<file path="src/rtl/onebit_pkg.sv">
// Shared definitions for the one-bit processor and its program loader.
// INSTR_W and PROG_DEPTH are shared with onebitprocessor, so changing them
// here changes the instruction format and memory depth on both sides.
// loader_state_t enumerates the loader sequencing states.
package onebit_pkg;

  localparam int INSTR_W    = 13;
  localparam int PROG_DEPTH = 16;

  typedef enum logic [2:0] {
    IDLE  = 3'd0,
    RST   = 3'd1,
    GAP   = 3'd2,
    SHIFT = 3'd3,
    DONE  = 3'd4
  } loader_state_t;

endpackage

</file>
<file path="src/rtl/prog_buffer.sv">
// Program buffer: DEPTH x WIDTH register file with one synchronous write
// port and one combinational read port. Contents are never cleared.
// Ports:
//   clk   - system clock
//   we    - write strobe
//   waddr - write slot (slots at or beyond DEPTH are ignored)
//   wdata - word to store
//   raddr - read slot
//   rdata - word stored at raddr (0 for slots at or beyond DEPTH)
module prog_buffer #(
  parameter int DEPTH  = 16,
  parameter int WIDTH  = 13,
  parameter int ADDR_W = $clog2(DEPTH)
) (
  input  logic              clk,
  input  logic              we,
  input  logic [ADDR_W-1:0] waddr,
  input  logic [WIDTH-1:0]  wdata,
  input  logic [ADDR_W-1:0] raddr,
  output logic [WIDTH-1:0]  rdata
);

  logic [WIDTH-1:0] mem [DEPTH];

  // Range check keeps non-power-of-two depths from aliasing onto real slots.
  always_ff @(posedge clk) begin
    if (we && (int'(waddr) < DEPTH)) begin
      mem[waddr] <= wdata;
    end
  end

  always_comb begin
    rdata = '0;
    if (int'(raddr) < DEPTH) begin
      rdata = mem[raddr];
    end
  end

endmodule

</file>
<file path="src/rtl/prog_stream_loader.sv">
// Writer side of the processor's serial instruction-load interface.
// Host logic fills a small program buffer in parallel; on start the loader
// pulses the processor reset, waits one cycle, then streams num_instr words
// MSB-first, one bit per clock, with load enable held continuously.
// Ports:
//   clk, reset  - clock and synchronous active-high reset
//   wr_en, wr_addr, wr_data - buffer write port (ignored while busy)
//   num_instr   - word count to stream, sampled with start, clamped to depth
//   start       - begin the reset-and-load sequence
//   busy        - sequence in progress
//   done        - one-cycle completion pulse
//   ser_rst, ser_en, ser_data - processor reset, load enable, serial bit
module prog_stream_loader #(
  parameter int INSTR_W    = onebit_pkg::INSTR_W,
  parameter int PROG_DEPTH = onebit_pkg::PROG_DEPTH,
  parameter int ADDR_W     = $clog2(PROG_DEPTH)
) (
  input  logic               clk,
  input  logic               reset,
  input  logic               wr_en,
  input  logic [ADDR_W-1:0]  wr_addr,
  input  logic [INSTR_W-1:0] wr_data,
  input  logic [ADDR_W:0]    num_instr,
  input  logic               start,
  output logic               busy,
  output logic               done,
  output logic               ser_rst,
  output logic               ser_en,
  output logic               ser_data
);

  import onebit_pkg::*;

  localparam int BIT_W = $clog2(INSTR_W);

  loader_state_t      state;
  logic [ADDR_W:0]    n_words;
  logic [ADDR_W-1:0]  word_idx;
  logic [BIT_W-1:0]   bit_idx;
  logic [INSTR_W-1:0] shift_reg;
  logic [ADDR_W-1:0]  rd_addr;
  logic [INSTR_W-1:0] rd_data;
  logic [ADDR_W:0]    n_clamped;
  logic               last_word;

  prog_buffer #(
    .DEPTH  (PROG_DEPTH),
    .WIDTH  (INSTR_W),
    .ADDR_W (ADDR_W)
  ) u_buf (
    .clk   (clk),
    .we    (wr_en && !busy),
    .waddr (wr_addr),
    .wdata (wr_data),
    .raddr (rd_addr),
    .rdata (rd_data)
  );

  // While shifting, the read port looks one word ahead so the next word is
  // ready at the word boundary; in GAP it presents slot 0.
  always_comb begin
    rd_addr   = '0;
    if (state == SHIFT) begin
      rd_addr = word_idx + ADDR_W'(1);
    end
    n_clamped = num_instr;
    if (num_instr > (ADDR_W+1)'(PROG_DEPTH)) begin
      n_clamped = (ADDR_W+1)'(PROG_DEPTH);
    end
    last_word = ({1'b0, word_idx} == (n_words - (ADDR_W+1)'(1)));
  end

  // ser_data is registered one bit ahead: when a word is loaded its MSB goes
  // straight to ser_data and the shift register keeps the remaining bits
  // left-aligned, so bit_idx names the bit currently on the wire.
  always_ff @(posedge clk) begin
    if (reset) begin
      state     <= IDLE;
      busy      <= 1'b0;
      done      <= 1'b0;
      ser_rst   <= 1'b0;
      ser_en    <= 1'b0;
      ser_data  <= 1'b0;
      n_words   <= '0;
      word_idx  <= '0;
      bit_idx   <= '0;
      shift_reg <= '0;
    end else begin
      done    <= 1'b0;
      ser_rst <= 1'b0;
      case (state)
        IDLE: begin
          busy     <= 1'b0;
          ser_en   <= 1'b0;
          ser_data <= 1'b0;
          if (start) begin
            n_words <= n_clamped;
            ser_rst <= 1'b1;
            busy    <= 1'b1;
            state   <= RST;
          end
        end
        RST: begin
          state <= GAP;
        end
        GAP: begin
          word_idx <= '0;
          bit_idx  <= BIT_W'(INSTR_W-1);
          if (n_words == '0) begin
            shift_reg <= rd_data;
            done      <= 1'b1;
            busy      <= 1'b0;
            state     <= DONE;
          end else begin
            shift_reg <= rd_data << 1;
            ser_data  <= rd_data[INSTR_W-1];
            ser_en    <= 1'b1;
            state     <= SHIFT;
          end
        end
        SHIFT: begin
          if (bit_idx == '0) begin
            if (last_word) begin
              ser_en   <= 1'b0;
              ser_data <= 1'b0;
              done     <= 1'b1;
              busy     <= 1'b0;
              state    <= DONE;
            end else begin
              word_idx  <= word_idx + ADDR_W'(1);
              bit_idx   <= BIT_W'(INSTR_W-1);
              ser_data  <= rd_data[INSTR_W-1];
              shift_reg <= rd_data << 1;
            end
          end else begin
            bit_idx   <= bit_idx - BIT_W'(1);
            ser_data  <= shift_reg[INSTR_W-1];
            shift_reg <= shift_reg << 1;
          end
        end
        DONE: begin
          state <= IDLE;
        end
        default: begin
          state <= IDLE;
        end
      endcase
    end
  end

endmodule

</file>
<file path="config.mk">
export PLATFORM = sky130hd
export DESIGN_NAME = prog_stream_loader
export DESIGN_NICKNAME = d
export VERILOG_FILES = /design/src/rtl/onebit_pkg.sv /design/src/rtl/prog_buffer.sv /design/src/rtl/prog_stream_loader.sv
export SDC_FILE = /design/constraint.sdc
export NUM_CORES = 1
export LEC_CHECK = 0
export BUFFER_PORTS_ARGS = -buffer_cell sky130_fd_sc_hd__buf_2
export CAP_MARGIN = 20
export CORE_ASPECT_RATIO = 1.5
export CORE_UTILIZATION = 40
export DETAILED_ROUTE_END_ITERATION = 7
export GPL_TIMING_DRIVEN = 1
export PLACE_DENSITY_LB_ADDON = 0.08
export SLEW_MARGIN = 20
export SYNTH_ARGS = -nofsm -noshare
export SYNTH_HDL_FRONTEND = slang
export SYNTH_HIERARCHICAL = 1
export SYNTH_SLANG_ARGS = --single-unit
</file>
<file path="constraint.sdc">
create_clock -name clk -period 3.36 [get_ports clk]
set_clock_uncertainty 0.05 [all_clocks]
set_input_delay 0.168 -clock clk [delete_from_list [all_inputs] [get_ports clk]]
set_output_delay 0.168 -clock clk [all_outputs]
set_load 0.05 [all_outputs]
</file>
# == Word-level counts from Yosys, hierarchy flattened ==
# Memory sizes are Yosys's and may differ from the RTL's.
# Cells that the tools add are included.
# classes
mux,34
n_eq_ne,11
reduce_logical,15
mul,0
div_mod_pow,0
magnitude_cmp,1
n_addsub,3
n_bitwise,1
n_shift,0
# ops
cell,n
13-bit two-way mux,3
13-bit one-hot mux with 2 select lines,1
4-bit two-way mux,5
4-bit one-hot mux with 2 select lines,2
1-bit two-way mux,13
3-bit two-way mux,4
3-bit one-hot mux with 4 select lines,1
2-bit != test (second input constant),5
1-bit one-hot mux with 3 select lines,3
4-bit AND reduction,2
3-bit by 2-bit == test with 1-bit output (second input constant),2
2-bit AND reduction,3
3-bit AND reduction,2
4-bit by 5-bit == test with 1-bit output,1
5-bit greater-than comparator (second input constant),1
5-bit logical NOT,1
5-bit two-way mux,1
5-bit by 1-bit subtractor with 5-bit output (second input constant),1
4-bit by 1-bit adder with 4-bit output (second input constant),1
4-bit logical NOT,1
4-bit by 1-bit subtractor with 4-bit output (second input constant),1
3-bit by 1-bit == test with 1-bit output (second input constant),1
3-bit logical NOT,1
3-bit != test (second input constant),1
8 further kinds,8
# totals
latch_bits,0
word_cells,76
reg_bits,34
rom_bits,0
out_inout_bits,5
ram_bits,208
mem_count,1
# memory_table
memory,depth,width,rd,rd_clocked_by_memory_dff,wr,line_no,text
u_buf.mem,16,13,1,0,1,prog_buffer.sv:23,logic [WIDTH-1:0] mem [DEPTH];

# == Longest topological paths before layout ==
# An unclocked memory read counts as a cell.
# depth
depth_word,6
mapped_depth,11

# == By module ==
# Netlist, hierarchy kept.
# by_module_without_submodules
mod,area_per_inst_um2,seq_area_each_um2,cells_per_inst,n_inst
prog_buffer,7982.7,6246.0,342,1
prog_stream_loader,1963.1,680.7,240,1

# == Least setup slack after synthesis ==
# No wires, ideal clock.
# synth_path
kind,reg2reg
startpoint,reg state[1]
endpoint,reg shift_reg[12]
path_stages_with_launch,12
synth_period_minus_slack_ns,2.678
setup_slack_ns,0.682
arrival_ns,2.512
n_path_buf,3
setup_ns,0.116
cell_sequence,dfxtp_1 clkbuf_1 nand3b_1 nor2_1 buf_6 buf_4 mux4_2 a22oi_1 nand2_1 a22oi_1 a2111oi_0 a31o_1
# synth_lines
item,line_no,text
start: declaration,prog_stream_loader.sv:36,loader_state_t state;
start signal: assignment,prog_stream_loader.sv:78,state <= IDLE;
start signal: assignment,prog_stream_loader.sv:100,state <= RST;
start signal: assignment,prog_stream_loader.sv:104,state <= GAP;
3-bit by 2-bit == test with 1-bit output,prog_stream_loader.sv:63,if (state == SHIFT) begin
4-bit two-way mux,prog_stream_loader.sv:63,
named net rd_addr[0],prog_stream_loader.sv:41,logic [ADDR_W-1:0] rd_addr;
memory 16 x 13 bit,--,
named net rd_data[12],prog_stream_loader.sv:42,logic [INSTR_W-1:0] rd_data;
13-bit two-way mux,prog_stream_loader.sv:109,if (n_words == '0) begin
13-bit one-hot mux with 2 select lines,prog_stream_loader.sv:91,case (state)
end signal: assignment,prog_stream_loader.sv:110,shift_reg <= rd_data;
end signal: assignment,prog_stream_loader.sv:115,shift_reg <= rd_data << 1;
end signal: assignment,prog_stream_loader.sv:133,shift_reg <= rd_data << 1;
end: declaration,prog_stream_loader.sv:40,logic [INSTR_W-1:0] shift_reg;
# The timed path passes the listed nets, and every way through them passes these cells. The select of a mux whose other input is x is not followed.
# A chain may end at the register's enable or synchronous reset.

# == Final worst setup path ==
# layout_path
startpoint,reg state[0]
endpoint,reg shift_reg[2]
# The elaborated chain is that of the path after synthesis.

==> flow_metrics.env <==
export IMPL_outcome="finished clean"
export IMPL_vias=5558
export IMPL_cap_viol_max_count=0
export IMPL_p_seq_frac=0.511
export IMPL_finalSetupTns_ps=0
export IMPL_nets=691
export IMPL_yosysWarnings=6
export IMPL_cts_setup_buffers=0
export IMPL_cts_buffer_depth=3
export IMPL_synth_fp_nets=611
export IMPL_synthesis_area_um2=9950
export IMPL_timing_worst_setup_path_type="register to register"
export IMPL_synth_seq_cells=242
export IMPL_cts_root_buffer="clkbuf_16"
export IMPL_drv_slew=0
export IMPL_drt_wl_total_um=24000
export IMPL_grt_max_degree=33
export IMPL_critical_path_startpoint_type="register"
export IMPL_drt_iter0_drc=319
export IMPL_yosysTopAreaCell="edfxtp_1"
export IMPL_htree_levels=1
export IMPL_p_sw_w=0.00140
export IMPL_setup_viol=0
export IMPL_vias_per_cell=5.53
export IMPL_setup_slack_ps=395
export IMPL_rows=70
export IMPL_die_h_um=195
export IMPL_cts_sinks=242
export IMPL_grt_use_met3=0.0258
export IMPL_synthArstFlopShare=0
export IMPL_grtUsageTotal=0.196
export IMPL_combPwrFrac=0.059
export IMPL_clkTransAtPathRegs_ps=70
export IMPL_slew_headroom=0.506
export IMPL_dpl_cell_area_um2=10600
export IMPL_cp_slowest_cell="buf_4"
export IMPL_clkLatencyLatePin_ps=520
export IMPL_max_freq_mhz=337
export IMPL_internal_power_w=0.00513
export IMPL_areaGrowthSynthToFinish_pct=17.6
export IMPL_yosysTopAreaCellShare=0.628
export IMPL_final_antenna_net_count=0
export IMPL_path_cells="buf_4 -> and3b_1 -> and2_2 -> buf_4 -> mux4_1 -> a22oi_1 -> nand2_1 -> a22oi_1 -> a21o_1 -> mux2i_1"
export IMPL_die_area_um2=25500
export IMPL_cp_buffers_inverters=2
export IMPL_antenna_found_initial=0
export IMPL_place_congestion=0.793
export IMPL_hold_violations=0
export IMPL_period_share=0.882
export IMPL_met2_usage=0.356
export IMPL_drive_gt1_frac=0.216
export IMPL_cp_top_family="simple AND/OR/NAND/NOR gates"
export IMPL_synth_edff_count=208
export IMPL_rrSetupSlack_ps=400
export IMPL_critPathRequiredTime_ps=3710
export IMPL_clkPwrFrac=0.430
export IMPL_grt_busiest_layer="met2"
export IMPL_antenna_cells=0
export IMPL_powerDensity_nw_per_um2=559
export IMPL_peakVddDrop_v=0.000443
export IMPL_drc=0
export IMPL_initial_core_util=0.407
export IMPL_synth_cell_types=58
export IMPL_fin_hold_ws_ps=50.6
export IMPL_ys_seq_area_frac=0.696
export IMPL_postSynthCellCount=582
export IMPL_nFillCells=2099
export IMPL_max_stage_delay_ps=420
export IMPL_min_path_type="input port to register"
export IMPL_synth_top_flop_cell="edfxtp_1"
export IMPL_cellLeakagePower_nw=3.88
export IMPL_wl_per_cell_um=23.9
export IMPL_grt_use_met1=0.232
export IMPL_io_pins=31
export IMPL_crit_path_end_kind="register"
export IMPL_syn_avg_cell_area_um2=17.1
export IMPL_port_buffers=30
export IMPL_core_um2=24400
export IMPL_design_area_um2=11700
export IMPL_numCtsBuffers=25
export IMPL_grt_pass1_wl_um=35800
export IMPL_drt_pre_antenna_iters=5
export IMPL_crit_fanout=29
export IMPL_rsz0062_at_grt="no"
export IMPL_grt_pass1_vias=5917
export IMPL_worst_pin_slew_ps=740
export IMPL_cts_hold_fix_buffers=21
export IMPL_preCtsSetupSlack_ps=319
export IMPL_power_share_switching=0.214
export IMPL_post_route_min_period_ps=2960
export IMPL_arrival_ps=3320
export IMPL_cts_tree="built"
export IMPL_largest_reg_flops=208
export IMPL_synthTopCellsByArea="edfxtp_1 (63%), dfxtp_1 (6.8%), mux4_1 (6.3%)"
export IMPL_die_w_um=131
export IMPL_cts_resized=0
export IMPL_overflow=0
export IMPL_dpl_hpwl_um=14900
==> per-stage QoR <==
stage          total power (W)  utilization  cells
6_report               0.00653        0.479   1005
3_3_place_gp           0.00376        0.436    938
2_1_floorplan          0.00363            -    582
4_1_cts                0.00660        0.478   1005
3_5_place_dp           0.00377        0.436    938
5_1_grt                0.00675        0.479   1005
==> power by group through the flow <==
stage | combinational [W] | sequential [W] | clock [W]
2_1_floorplan | 0.000222 | 0.00340 | 0
3_3_place_gp | 0.000362 | 0.00340 | 0
3_5_place_dp | 0.000368 | 0.00340 | 0
4_1_cts | 0.000389 | 0.00334 | 0.00287
5_1_grt | 0.000422 | 0.00334 | 0.00299
6_report | 0.000385 | 0.00334 | 0.00281
==> layer usage <==
layer	wire [µm]	vias to the layer above	part of all wire
met5	0	-	0
met4	869	0	0.036
met3	968	42	0.040
met2	12800	137	0.54
met1	9290	2870	0.39
li1	-	2509	-
==> final timing paths <==
check	start	to	cells after the start
setup / recovery	state[0]	shift_reg[2]	10
hold / removal	wr_addr[0]	u_buf/mem[12][0]	2
setup reg to reg	state[0]	shift_reg[2]	10
hold reg to reg	shift_reg[10]	shift_reg[10]	2
==> final cells by class <==
cell class,instances,area (µm²),area share
Clock buffer,34,689,0.0589
Clock inverter,12,149,0.0127
Inverter,8,30.0,0.00257
Multi-Input combinational cell,300,2840,0.243
Sequential cell,242,6930,0.592
Tap cell,324,405,0.0347
Timing Repair Buffer,85,653,0.0558
==> layout by cell type, fill, tap and decap left out, types with 3 or more instances in the layout <==
master,count
edfxtp_1,208
nand2_1,54
a22oi_1,39
dfxtp_1,34
buf_4,31
buf_2,30
mux4_2,28
clkbuf_16,25
nor2_1,24
mux4_1,24
dlygate4sd3_1,21
a21oi_1,16
a21o_1,12
mux2i_1,11
nand3b_1,8
nand3_1,7
inv_1,7
nand2b_1,6
nor3_1,6
clkbuf_1,6
a31oi_1,5
clkinv_2,5
xnor2_1,4
o21ai_0,4
nor3_2,4
nor2b_1,3
o22ai_1,3
ha_1,3
clkbuf_8,3
bufinv_16,3
buf_12,3
==> synth_stat cells, drive strengths merged, types with 2 or more instances <==
| library cell | number |
|---|---|
| nor2 | 26 |
| a21o | 12 |
| nor2b | 3 |
| xnor2 | 4 |
| mux4 | 52 |
| clkbuf | 17 |
| a2111oi | 2 |
| or3b | 2 |
| ha | 3 |
| nor3b | 2 |
| o21ai | 4 |
| a22oi | 39 |
| or3 | 2 |
| nor3 | 10 |
| inv | 7 |
| nand2 | 54 |
| o22ai | 3 |
| a31oi | 5 |
| nand3b | 8 |
| mux2i | 11 |
| nand2b | 7 |
| buf | 15 |
| or2 | 2 |
| dfxtp | 34 |
| edfxtp | 208 |
| nand3 | 7 |
| a21oi | 16 |
| and2 | 3 |
==> cells by family (layout without fill, tap and decap cells) <==
family / Yosys count / after routing / share of synthesized area
DFF: 242 / 242 / 0.696
and+or+nand+nor: 134 / 134 / 0.0673
AOI/OAI and AO/OA: 94 / 94 / 0.0669
muxes: 63 / 63 / 0.138
buffers and inverters: 40 / 139 / 0.0210
xor gates and xnor gates: 6 / 6 / 0.00667
adders and majority gates: 3 / 3 / 0.00377
(Power assumes the default switching activity.)
